[config.mk]
export PLATFORM = sky130hd
export DESIGN_NAME = clstm_load_scheduler
export DESIGN_NICKNAME = d
export VERILOG_FILES = /design/src/rtl/clstm_load_scheduler.sv
export SDC_FILE = /design/constraint.sdc
export NUM_CORES = 1
export LEC_CHECK = 0
export ABC_CLOCK_PERIOD_IN_PS = 2900
export CELL_PAD_IN_SITES_DETAIL_PLACEMENT = 1
export CELL_PAD_IN_SITES_GLOBAL_PLACEMENT = 1
export CORE_AREA = 5 5 87 89
export CTS_CLUSTER_SIZE = 14
export DETAILED_ROUTE_END_ITERATION = 8
export DIE_AREA = 0 0 92 94
export PLACE_DENSITY = 0.79
export SYNTH_ARGS = -nofsm -noshare
export SYNTH_HDL_FRONTEND = slang
export SYNTH_SLANG_ARGS = --single-unit
export TNS_END_PERCENT = 30
[constraint.sdc]
create_clock -name clk -period 2.9 [get_ports clk]
set_clock_uncertainty 0.15 [all_clocks]
set_input_delay 0.58 -clock clk [delete_from_list [all_inputs] [get_ports clk]]
set_output_delay 0.58 -clock clk [all_outputs]
set_load 0.02 [all_outputs]
[src/rtl/clstm_load_scheduler.sv]
// ============================================================================
//  Module   : clstm_load_scheduler
//  Purpose  : Streams stage1/2/3 weight-bank write enables, then runs one
//             handshaked input sequence through the C-LSTM datapath.
//  Revision : 1.0 - initial release
// ============================================================================
`default_nettype none

module clstm_load_scheduler #(
  parameter int N_S1    = 8,
  parameter int N_S2    = 7,
  parameter int N_S3    = 2,
  parameter int WORDS   = 16,
  parameter int N_STEPS = 64
) (
  input  logic                         clk,
  input  logic                         rst,
  input  logic                         cfg_start,
  input  logic                         seq_start,
  output logic [N_S1-1:0]              wen_stage1,
  output logic [N_S2-1:0]              wen_stage2,
  output logic [N_S3-1:0]              wen_stage3,
  output logic [$clog2(WORDS)-1:0]     w_addr,
  output logic                         start_compute,
  output logic                         i_valid,
  input  logic                         i_ready,
  input  logic                         o_valid,
  output logic                         loaded,
  output logic                         busy,
  output logic                         done,
  output logic [$clog2(N_STEPS+1)-1:0] issued,
  output logic [$clog2(N_STEPS+1)-1:0] received,
  output logic                         err
);

  localparam int AW = $clog2(WORDS);
  localparam int CW = $clog2(N_STEPS + 1);
  localparam logic [AW-1:0] c_last_word = AW'(WORDS - 1);
  localparam logic [CW-1:0] c_n_steps   = CW'(N_STEPS);

  typedef enum logic [2:0] {
    S_IDLE  = 3'd0,
    S_LOAD1 = 3'd1,
    S_LOAD2 = 3'd2,
    S_LOAD3 = 3'd3,
    S_READY = 3'd4,
    S_RUN   = 3'd5,
    S_DRAIN = 3'd6,
    S_DONE  = 3'd7
  } state_t;

  state_t r_state;

  logic          w_last_word;
  logic          w_hs;
  logic          w_rx_phase;
  logic          w_rx_overflow;
  logic          w_stray_ovalid;
  logic [CW-1:0] w_issued_next;
  logic [CW-1:0] w_received_next;

  always_comb begin
    w_last_word     = (w_addr == c_last_word);
    w_hs            = i_valid && i_ready;
    w_issued_next   = issued + CW'(w_hs);
    w_rx_phase      = (r_state == S_RUN) || (r_state == S_DRAIN);
    w_rx_overflow   = w_rx_phase && o_valid && (received == c_n_steps);
    w_stray_ovalid  = !w_rx_phase && o_valid;
    // received saturates at N_STEPS; the extra beat only raises err
    w_received_next = received;
    if (w_rx_phase && o_valid && (received != c_n_steps))
      w_received_next = received + CW'(1);
  end

  // Bank selection walks the one-hot enable itself; its top bit marks the last bank.
  always_ff @(posedge clk) begin
    if (!rst) begin
      r_state       <= S_IDLE;
      wen_stage1    <= '0;
      wen_stage2    <= '0;
      wen_stage3    <= '0;
      w_addr        <= '0;
      start_compute <= 1'b0;
      i_valid       <= 1'b0;
      loaded        <= 1'b0;
      busy          <= 1'b0;
      done          <= 1'b0;
      issued        <= '0;
      received      <= '0;
      err           <= 1'b0;
    end else begin
      start_compute <= 1'b0;
      done          <= 1'b0;
      if (w_stray_ovalid || w_rx_overflow)
        err <= 1'b1;

      case (r_state)
        S_IDLE, S_READY: begin
          if (cfg_start) begin
            r_state    <= S_LOAD1;
            wen_stage1 <= N_S1'(1);
            w_addr     <= '0;
            busy       <= 1'b1;
          end else if (seq_start && (r_state == S_READY)) begin
            r_state       <= S_RUN;
            start_compute <= 1'b1;
            i_valid       <= 1'b1;
            issued        <= '0;
            received      <= '0;
            busy          <= 1'b1;
          end
        end
        S_LOAD1: begin
          w_addr <= w_addr + AW'(1);
          if (w_last_word) begin
            if (wen_stage1[N_S1-1]) begin
              wen_stage1 <= '0;
              wen_stage2 <= N_S2'(1);
              r_state    <= S_LOAD2;
            end else begin
              wen_stage1 <= wen_stage1 << 1;
            end
          end
        end
        S_LOAD2: begin
          w_addr <= w_addr + AW'(1);
          if (w_last_word) begin
            if (wen_stage2[N_S2-1]) begin
              wen_stage2 <= '0;
              wen_stage3 <= N_S3'(1);
              r_state    <= S_LOAD3;
            end else begin
              wen_stage2 <= wen_stage2 << 1;
            end
          end
        end
        S_LOAD3: begin
          w_addr <= w_addr + AW'(1);
          if (w_last_word) begin
            if (wen_stage3[N_S3-1]) begin
              wen_stage3 <= '0;
              r_state    <= S_READY;
              loaded     <= 1'b1;
              busy       <= 1'b0;
            end else begin
              wen_stage3 <= wen_stage3 << 1;
            end
          end
        end
        S_RUN: begin
          issued   <= w_issued_next;
          received <= w_received_next;
          if (w_hs && (w_issued_next == c_n_steps)) begin
            i_valid <= 1'b0;
            r_state <= S_DRAIN;
          end
        end
        S_DRAIN: begin
          received <= w_received_next;
          if (w_received_next == c_n_steps) begin
            r_state <= S_DONE;
            done    <= 1'b1;
            busy    <= 1'b0;
          end
        end
        S_DONE: begin
          r_state <= S_READY;
        end
        default: begin
          r_state <= S_IDLE;
        end
      endcase
    end
  end

endmodule

`default_nettype wire
---- Word level (Yosys, flattened, before mapping) ----
Cells that the tools add are included.
word-level totals
  output and inout port bits .............. 41
  input bits .............................. 6
  bits in registers ....................... 44
  word-level logic and storage cells ...... 118
operators by class
  equality and inequality tests ........... 24
  reductions and logical operators ........ 33
  bitwise operators ....................... 2
  muxes and demuxes ....................... 43
  add/sub/neg operators ................... 3
operator list
  operator                                       number
  two-way mux 7 bit                              7
  case mux 7 bit (2 select lines)                3
  two-way mux 3 bit                              10
  two-way mux 8 bit                              3
  == test 7 bit, second input constant           3
  case mux 3 bit (7 select lines)                1
  != test 2 bit, second input constant           9
  case mux 8 bit (2 select lines)                1
  == test 3 bit, second input constant           4
  AND reduction 3 bit                            4
  AND reduction 4 bit                            3
  nonzero test 2 bit                             6
  two-way mux 1 bit                              9
  AND reduction 9 bit                            1
  two-way mux 2 bit                              4
  case mux 4 bit (2 select lines)                1
  adder 7 x 1 -> 7 bit                           1
  adder 7 x 1 -> 7 bit, second input constant    1
  logical AND 1 bit                              7
  != test 7 bit, second input constant           1
  == test 3 x 2 -> 1 bit, second input constant  2
  OR reduction 3 bit                             2
  AND reduction 5 bit                            1
  adder 4 x 1 -> 4 bit, second input constant    1
  15 further kinds                               20

---- Depth between registers and ports, before layout ----
Gate-level depths: netlist of run 1.
  word-level depth ........................ 8
  gate-level depth with buffers ........... 9

---- Worst setup path before layout of run 1 ----
No wires, ideal clock.
  path kind ............................... input-to-reg
  start ................................... input port i_ready
  end ..................................... register r_state[1]
  arrival ................................. 2.221 ns
  slack ................................... 0.402 ns
  library setup time ...................... 0.128 ns
  cell stages on the path ................. 9
  cells stage by stage .................... and2_1 ha_1 ha_1 nor4bb_1 o2111ai_1 a32oi_1 o211ai_1 xor2_1 nor2_1
between the ends
  word-level cells in the longest chain between the ends .. 6
ends and longest elaborated chain
  item                                         RTL line  source
  from (decl)                                  26        input logic i_ready,
  logical AND 1 bit (*)                        64        w_hs = i_valid && i_ready;
  adder 7 x 1 -> 7 bit                         65        w_issued_next = issued + CW'(w_hs);
  == test 7 bit                                153       if (w_hs && (w_issued_next == c_n_steps)) begin
  logical AND 1 bit (*)                        153
  != test 2 x 1 -> 1 bit (no source line) (*)  --
  AND reduction 9 bit (no source line) (*)     --
  to (signal assigned)                         155       r_state <= S_DRAIN;
  to (signal assigned)                         161       r_state <= S_DONE;
  to (signal assigned)                         167       r_state <= S_READY;
  to (decl)                                    52        state_t r_state;
Mark *: on every way between the ends. The rest lies on a longest branch, timed or not.
A chain may end at the register's enable or synchronous reset.

---- Worst setup path after layout of run 1 ----
Ends and elaborated chain as after synthesis.

==> results.ini, run 1 <==
[outcome]
status = complete, no violations

[min_path]
hold_path_class = register to register
timing.hold.worst_path_depth = 2

[clock_network]
htree_num_levels = 2
root_buffer = clkbuf_8
insertion_delay_ns = 0.30
postCtsHoldBufs = 0
post_cts_buffers = 0
cts.clk_slew.worst_paths_ns = 0.08
cts_buffers = 5
cts_tree = built
cts_sinks = 44
clockBufferDepth = 2

[routing]
wl_per_cell_um = 15.5
drc = 0
top_layer_used = met4
wl_met2_um = 3230
viasPerCell = 5.56
routed_wl_um = 6630
met3_length_um = 255
ant_nets = 0
drt-met1-wl_um = 3090
first_iter_violations = 100
num_vias = 2385
firstDrtPassIters = 4

[setup_path]
crit_required_ns = 2.98
path_common_cell = ha_1
reg2reg_depth = 9
cp_slowest_cell = clkdlybuf4s50_1
slowest_delay_ns = 0.41
crit_arrival_ns = 2.84
setup.worst_path.class = input port to register
path_cells = clkdlybuf4s50_1 > and2_1 > ha_1 > ha_1 > nor4bb_4 > o2111ai_2 > a32oi_2 > o211ai_1 > xor2_1 > nor2_1
cp-start-kind = input port
cp_max_fo = 3
end_kind = register

[timing]
rsz0062_at_grt = false
setup-tns-final_ns = 0
period_needed_ns = 2.76
relSlewSlack_pct = 54.1
hold_viol = 0
final_max_slew_viol_count = 0
layout_setup_ws_ns = 0.139
timing.fmax_mhz = 362
setup_violations = 0
finalCritPeriodShare_pct = 95.2
worst_pin_slew_ns = 0.688

[synth]
synth_cell_type_count = 60
synth_nets = 316
ys_top_cells_by_area = dfxtp_1 (37%), a21oi_1 (7.1%), nor2_1 (5.7%), nand2_1 (4.9%), nand3_1 (4.8%)
netlist_instances = 305
ys_seq_area_share_pct = 36.9
synth_edf_count = 0
postSynth.asyncResetShare_pct = 0
yosysMostFrequentCell = dfxtp_1
syn_avg_cell_area_um2 = 7.82
synthTopCellsByCount = dfxtp_1 (44), nor2_1 (36), a21oi_1 (34)
synth_top_area_cell = dfxtp_1
synth_flop_cell = dfxtp_1
ys_warn_count = 0
synth_top_area_share_pct = 36.9
ys_ff_latch = 44
synth_area_um2 = 2390

[floorplan]
coreArea_um2 = 6680
ios = 47
start_util_pct = 35.7
dieArea_um2 = 8650
die_y_um = 94
die_width_um = 92
rows = 30

[run]
cap_violations = 0

[placement]
dp_slack_ns = -0.300
dpl.hpwl_um = 5010
io_buffers = 46
gp_congestion = 0.763

[global_routing]
grt_max_degree = 27
grt_pass1_wl_um = 11800
grt.total_usage_pct = 16.5
gr-total-overflow = 0
antenna_found_initial = 0
grt_pass1_vias = 2495

[power_and_ir_drop]
p_per_area_nw_per_um2 = 585
power.leakage_nw = 1.04
ir_worst_vdd_mv = 0.227

[finish]
antennaDiodeCount = 0
area.growth.synth_to_final_pct = 28.5
fill_cells = 808
drive_gt1_share_pct = 9.74
nNetsFinal = 359

==> state kept, by name (all words and copies together) (netlist names) <==
register,count
received,7
start_compute,1
wen_stage3,2
busy,1
issued,7
wen_stage2,7
err,1
done,1
w_addr,4
wen_stage1,8
i_valid,1
loaded,1
r_state,3
==> path summary, 6_finish.rpt <==
path,to,start,slack (ns)
worst min register to register,wen_stage2[4],wen_stage2[4],0.32
worst max-delay path,r_state[1],i_ready,0.14
worst min-delay path,wen_stage2[4],wen_stage2[4],0.32
worst max register to register,r_state[1],i_valid,0.51
==> logic make-up after synthesis <==
family	count (synthesis)	synth area share, %
buffers and inverters	27	5.30
DFF	44	36.9
and+or+nand+nor	142	30.7
muxes	1	0.420
xor gates and xnor gates	5	2.15
adders and majority gates	5	2.62
AOI/OAI and AO/OA	81	21.9
==> timing repair <==
item                       in CTS  in global routing
setup endpoints to repair       1                  3
resized for setup               1                  3
pin swaps                       0                  1
==> metrics by stage <==
step	hold slack [ns]	power, W	cell area (um2)	util, %	std cells
floorplan	0.392	0.00114	2390	-	305
global placement	0.303	0.00131	2930	43.8	421
detailed placement	0.317	0.00133	2930	43.8	421
CTS	0.328	0.00181	3040	45.5	429
global route	0.345	0.00192	3070	45.9	429
finish	0.323	0.00179	3070	45.9	429
==> layer usage <==
| layer | up-vias | global-route usage, % |
|---|---|---|
| met4 | 0 | 4.46 |
| met2 | 48 | 29.3 |
| met5 | - | 0 |
| met1 | 1152 | 20.0 |
| met3 | 6 | 3.45 |
| li1 | 1179 | - |
==> worst max-delay path: cells and delay by family <==
kind | cells | cell delay (ns)
simple gates | 3 | 0.60
buf+inv | 1 | 0.41
compound gates | 3 | 0.54
xor+xnor | 1 | 0.19
fa+ha+maj | 2 | 0.52
==> cell type report <==
cell class	count	area [um2]	share of cell area, %
Sequential cell	44	881	28.7
Tap cell	80	100	3.27
Multi-Input combinational cell	234	1410	45.9
Inverter	6	22.5	0.735
Clock inverter	3	42.5	1.39
Timing Repair Buffer	57	543	17.7
Clock buffer	5	68.8	2.24
==> cells in the final DEF (no fill, tap or decap), types with 3 or more instances in the layout <==
cell / instances
clkdlybuf4s50_1: 46
dfxtp_1: 44
nor2_1: 36
a21oi_1: 34
nand2_1: 31
nand3_1: 23
o21ai_0: 13
buf_4: 11
nor3_1: 10
inv_1: 5
and2_1: 5
a22oi_1: 5
ha_1: 5
clkbuf_8: 5
nor2b_1: 4
and3_1: 4
o211ai_1: 4
or2_2: 3
and4_1: 3
or3_1: 3
nand4_1: 3
xor2_1: 3
a311oi_1: 3
==> power by group <==
| group | leakage, nW | internal [W] | switching [W] |
|---|---|---|---|
| clock network | 0.0541 | 0.000255 | 0.000214 |
| registers | 0.356 | 0.000643 | 0.0000912 |
| logic | 0.632 | 0.000242 | 0.000346 |
Power figures use the tool's default switching activity.
==> run 2: changes to the inputs <==
--- a/config.mk
+++ b/config.mk
@@ -13,6 +13,7 @@
 export DETAILED_ROUTE_END_ITERATION = 8
 export DIE_AREA = 0 0 92 94
 export PLACE_DENSITY = 0.79
+export SLEW_MARGIN = 5
 export SYNTH_ARGS = -nofsm -noshare
 export SYNTH_HDL_FRONTEND = slang
 export SYNTH_SLANG_ARGS = --single-unit
==> results of run 2 <==
The final DEF is identical to that of run 1; final timing and power are the same.
==> run 3: changes to the inputs <==
--- a/config.mk
+++ b/config.mk
@@ -12,6 +12,7 @@
 export CTS_CLUSTER_SIZE = 14
 export DETAILED_ROUTE_END_ITERATION = 8
 export DIE_AREA = 0 0 92 94
+export MAX_ROUTING_LAYER = met4
 export PLACE_DENSITY = 0.79
 export SLEW_MARGIN = 5
 export SYNTH_ARGS = -nofsm -noshare
==> run 3 against run 2 <==
Flip-flop and latch count is the same. Clock power is essentially flat. Final area is the same. Power is essentially flat. Die area is the same. Global-route usage grew 0.43 points. Cell count is the same. Critical path type unchanged.
==> results.ini, run 3 (synthesis gave the netlist of run 1 again) <==
[outcome]
status = complete, no violations

[global_routing]
gr-total-overflow = 0  ; unchanged
grt_pass1_vias = 2496  ; +0.040%
grt_max_degree = 27  ; unchanged
grt.total_usage_pct = 16.9  ; +0.43 points
grt_pass1_wl_um = 11700  ; -0.18%
antenna_found_initial = 0  ; unchanged

[floorplan]
dieArea_um2 = 8650  ; unchanged
ios = 47  ; unchanged
die_y_um = 94  ; unchanged
start_util_pct = 35.7  ; unchanged
rows = 30  ; unchanged
die_width_um = 92  ; unchanged
coreArea_um2 = 6680  ; unchanged

[clock_network]
clockBufferDepth = 2  ; unchanged
insertion_delay_ns = 0.30  ; about the same
root_buffer = clkbuf_8
cts.clk_slew.worst_paths_ns = 0.08  ; about the same
cts_buffers = 5  ; unchanged
htree_num_levels = 2  ; unchanged
postCtsHoldBufs = 0  ; unchanged
cts_sinks = 44  ; unchanged
cts_tree = built

[timing]
final_max_slew_viol_count = 0  ; unchanged
setup_violations = 0  ; unchanged
finalCritPeriodShare_pct = 95.1  ; about the same
rsz0062_at_grt = false
timing.fmax_mhz = 363  ; about the same
hold_viol = 0  ; unchanged
setup-tns-final_ns = 0  ; unchanged
relSlewSlack_pct = 54.9  ; +0.79 points
layout_setup_ws_ns = 0.141  ; +0.00266 ns
period_needed_ns = 2.76  ; -0.00266 ns
worst_pin_slew_ns = 0.676  ; -0.0118 ns

[finish]
area.growth.synth_to_final_pct = 28.5  ; unchanged
top_register = wen_stage1
largest_register_ffs = 8  ; unchanged
drive_gt1_share_pct = 9.74  ; unchanged
final_common_cell = clkdlybuf4s50_1
nNetsFinal = 359  ; unchanged
final_core_util_pct = 45.9  ; unchanged
layout_common_cells = clkdlybuf4s50_1 (46), dfxtp_1 (44), nor2_1 (36)
antennaDiodeCount = 0  ; unchanged

[setup_path]
crit_required_ns = 2.98  ; about the same
path_cells = clkdlybuf4s50_1 > and2_1 > ha_1 > ha_1 > nor4bb_4 > o2111ai_2 > a32oi_2 > o211ai_1 > xor2_1 > nor2_1
path_common_cell = ha_1
cp_max_fo = 3  ; unchanged
cp_slowest_cell = clkdlybuf4s50_1
cp-start-kind = input port
end_kind = register
crit_arrival_ns = 2.84  ; about the same
slowest_delay_ns = 0.41  ; about the same
setup.worst_path.class = input port to register

[routing]
drc = 0  ; unchanged
firstDrtPassIters = 4  ; unchanged
num_vias = 2381  ; -0.17%
ant_nets = 0  ; unchanged
first_iter_violations = 120  ; +20%
routed_wl_um = 6630  ; about the same
wl_per_cell_um = 15.5  ; about the same
viasPerCell = 5.55  ; -0.17%

[placement]
dp_slack_ns = -0.300  ; unchanged
io_buffers = 46  ; unchanged
gp_congestion = 0.773  ; +1.3%
dpl.hpwl_um = 5010  ; unchanged

[run]
cap_violations = 0  ; unchanged

[power_and_ir_drop]
ir_worst_vdd_mv = 0.227  ; +0.33%
power.leakage_nw = 1.04  ; unchanged
p_per_area_nw_per_um2 = 585  ; about the same

[min_path]
hold_path_class = register to register

## run 3: cell counts in the layout (fill, tap and decap cells not counted)
No cell type changed its count.
## run 3: worst max-delay path: cells and delay by family
family | cells | cell delay, ns
compound gates | 3 | 0.54
xor+xnor | 1 | 0.19
fa+ha+maj | 2 | 0.52
buf+inv | 1 | 0.41
simple gates | 3 | 0.60
## run 3: cell type report
type,count,area (um2)
well taps,80,100
inverters,6,22.5
clock buffers,5,68.8
flip-flops and latches,44,881
fillers,808,3620
repair buffers,57,543
multi-input cells,234,1410
clock inverters,3,42.5
## run 3: per-layer routing
layer / wire length, um / up-vias / part of all wire, % / GRT usage, %
li1: - / 1177 / - / -
met1: 3120 / 1150 / 47 / 20.1
met2: 3200 / 50 / 48 / 29.3
met3: 245 / 4 / 3.7 / 3.29
met4: 68 / 0 / 1.0 / 4.46
met5: 0 / - / 0 / -
## run 3: power by group
group	internal [W]	total, W	switching [W]
sequential	0.000643	0.000733	0.0000897
clock	0.000255	0.000471	0.000216
combinational	0.000242	0.000588	0.000346
## run 3: through the flow
stage / instances / total power, W / cell area, um2 / hold WS (ns)
detailed placement: 421 / 0.00133 / 2930 / 0.317
global placement: 421 / 0.00131 / 2930 / 0.303
global route: 429 / 0.00192 / 3070 / 0.345
CTS: 429 / 0.00181 / 3040 / 0.328
floorplan: 305 / 0.00114 / 2390 / 0.392
finish: 429 / 0.00179 / 3070 / 0.323
## run 3: final timing paths
check	from	slack, ns	depth (start not counted)	endpoint
setup / recovery	i_ready	0.14	10	r_state[1]
hold / removal	wen_stage2[4]	0.32	2	wen_stage2[4]
setup reg to reg	i_valid	0.51	9	r_state[1]
hold reg to reg	wen_stage2[4]	0.32	2	wen_stage2[4]
## run 3: repair_timing
item,CTS,global route
cloned,0,0
setup endpoints to repair,1,3
setup buffers,0,0
pin swaps,0,1
resized for setup,1,3
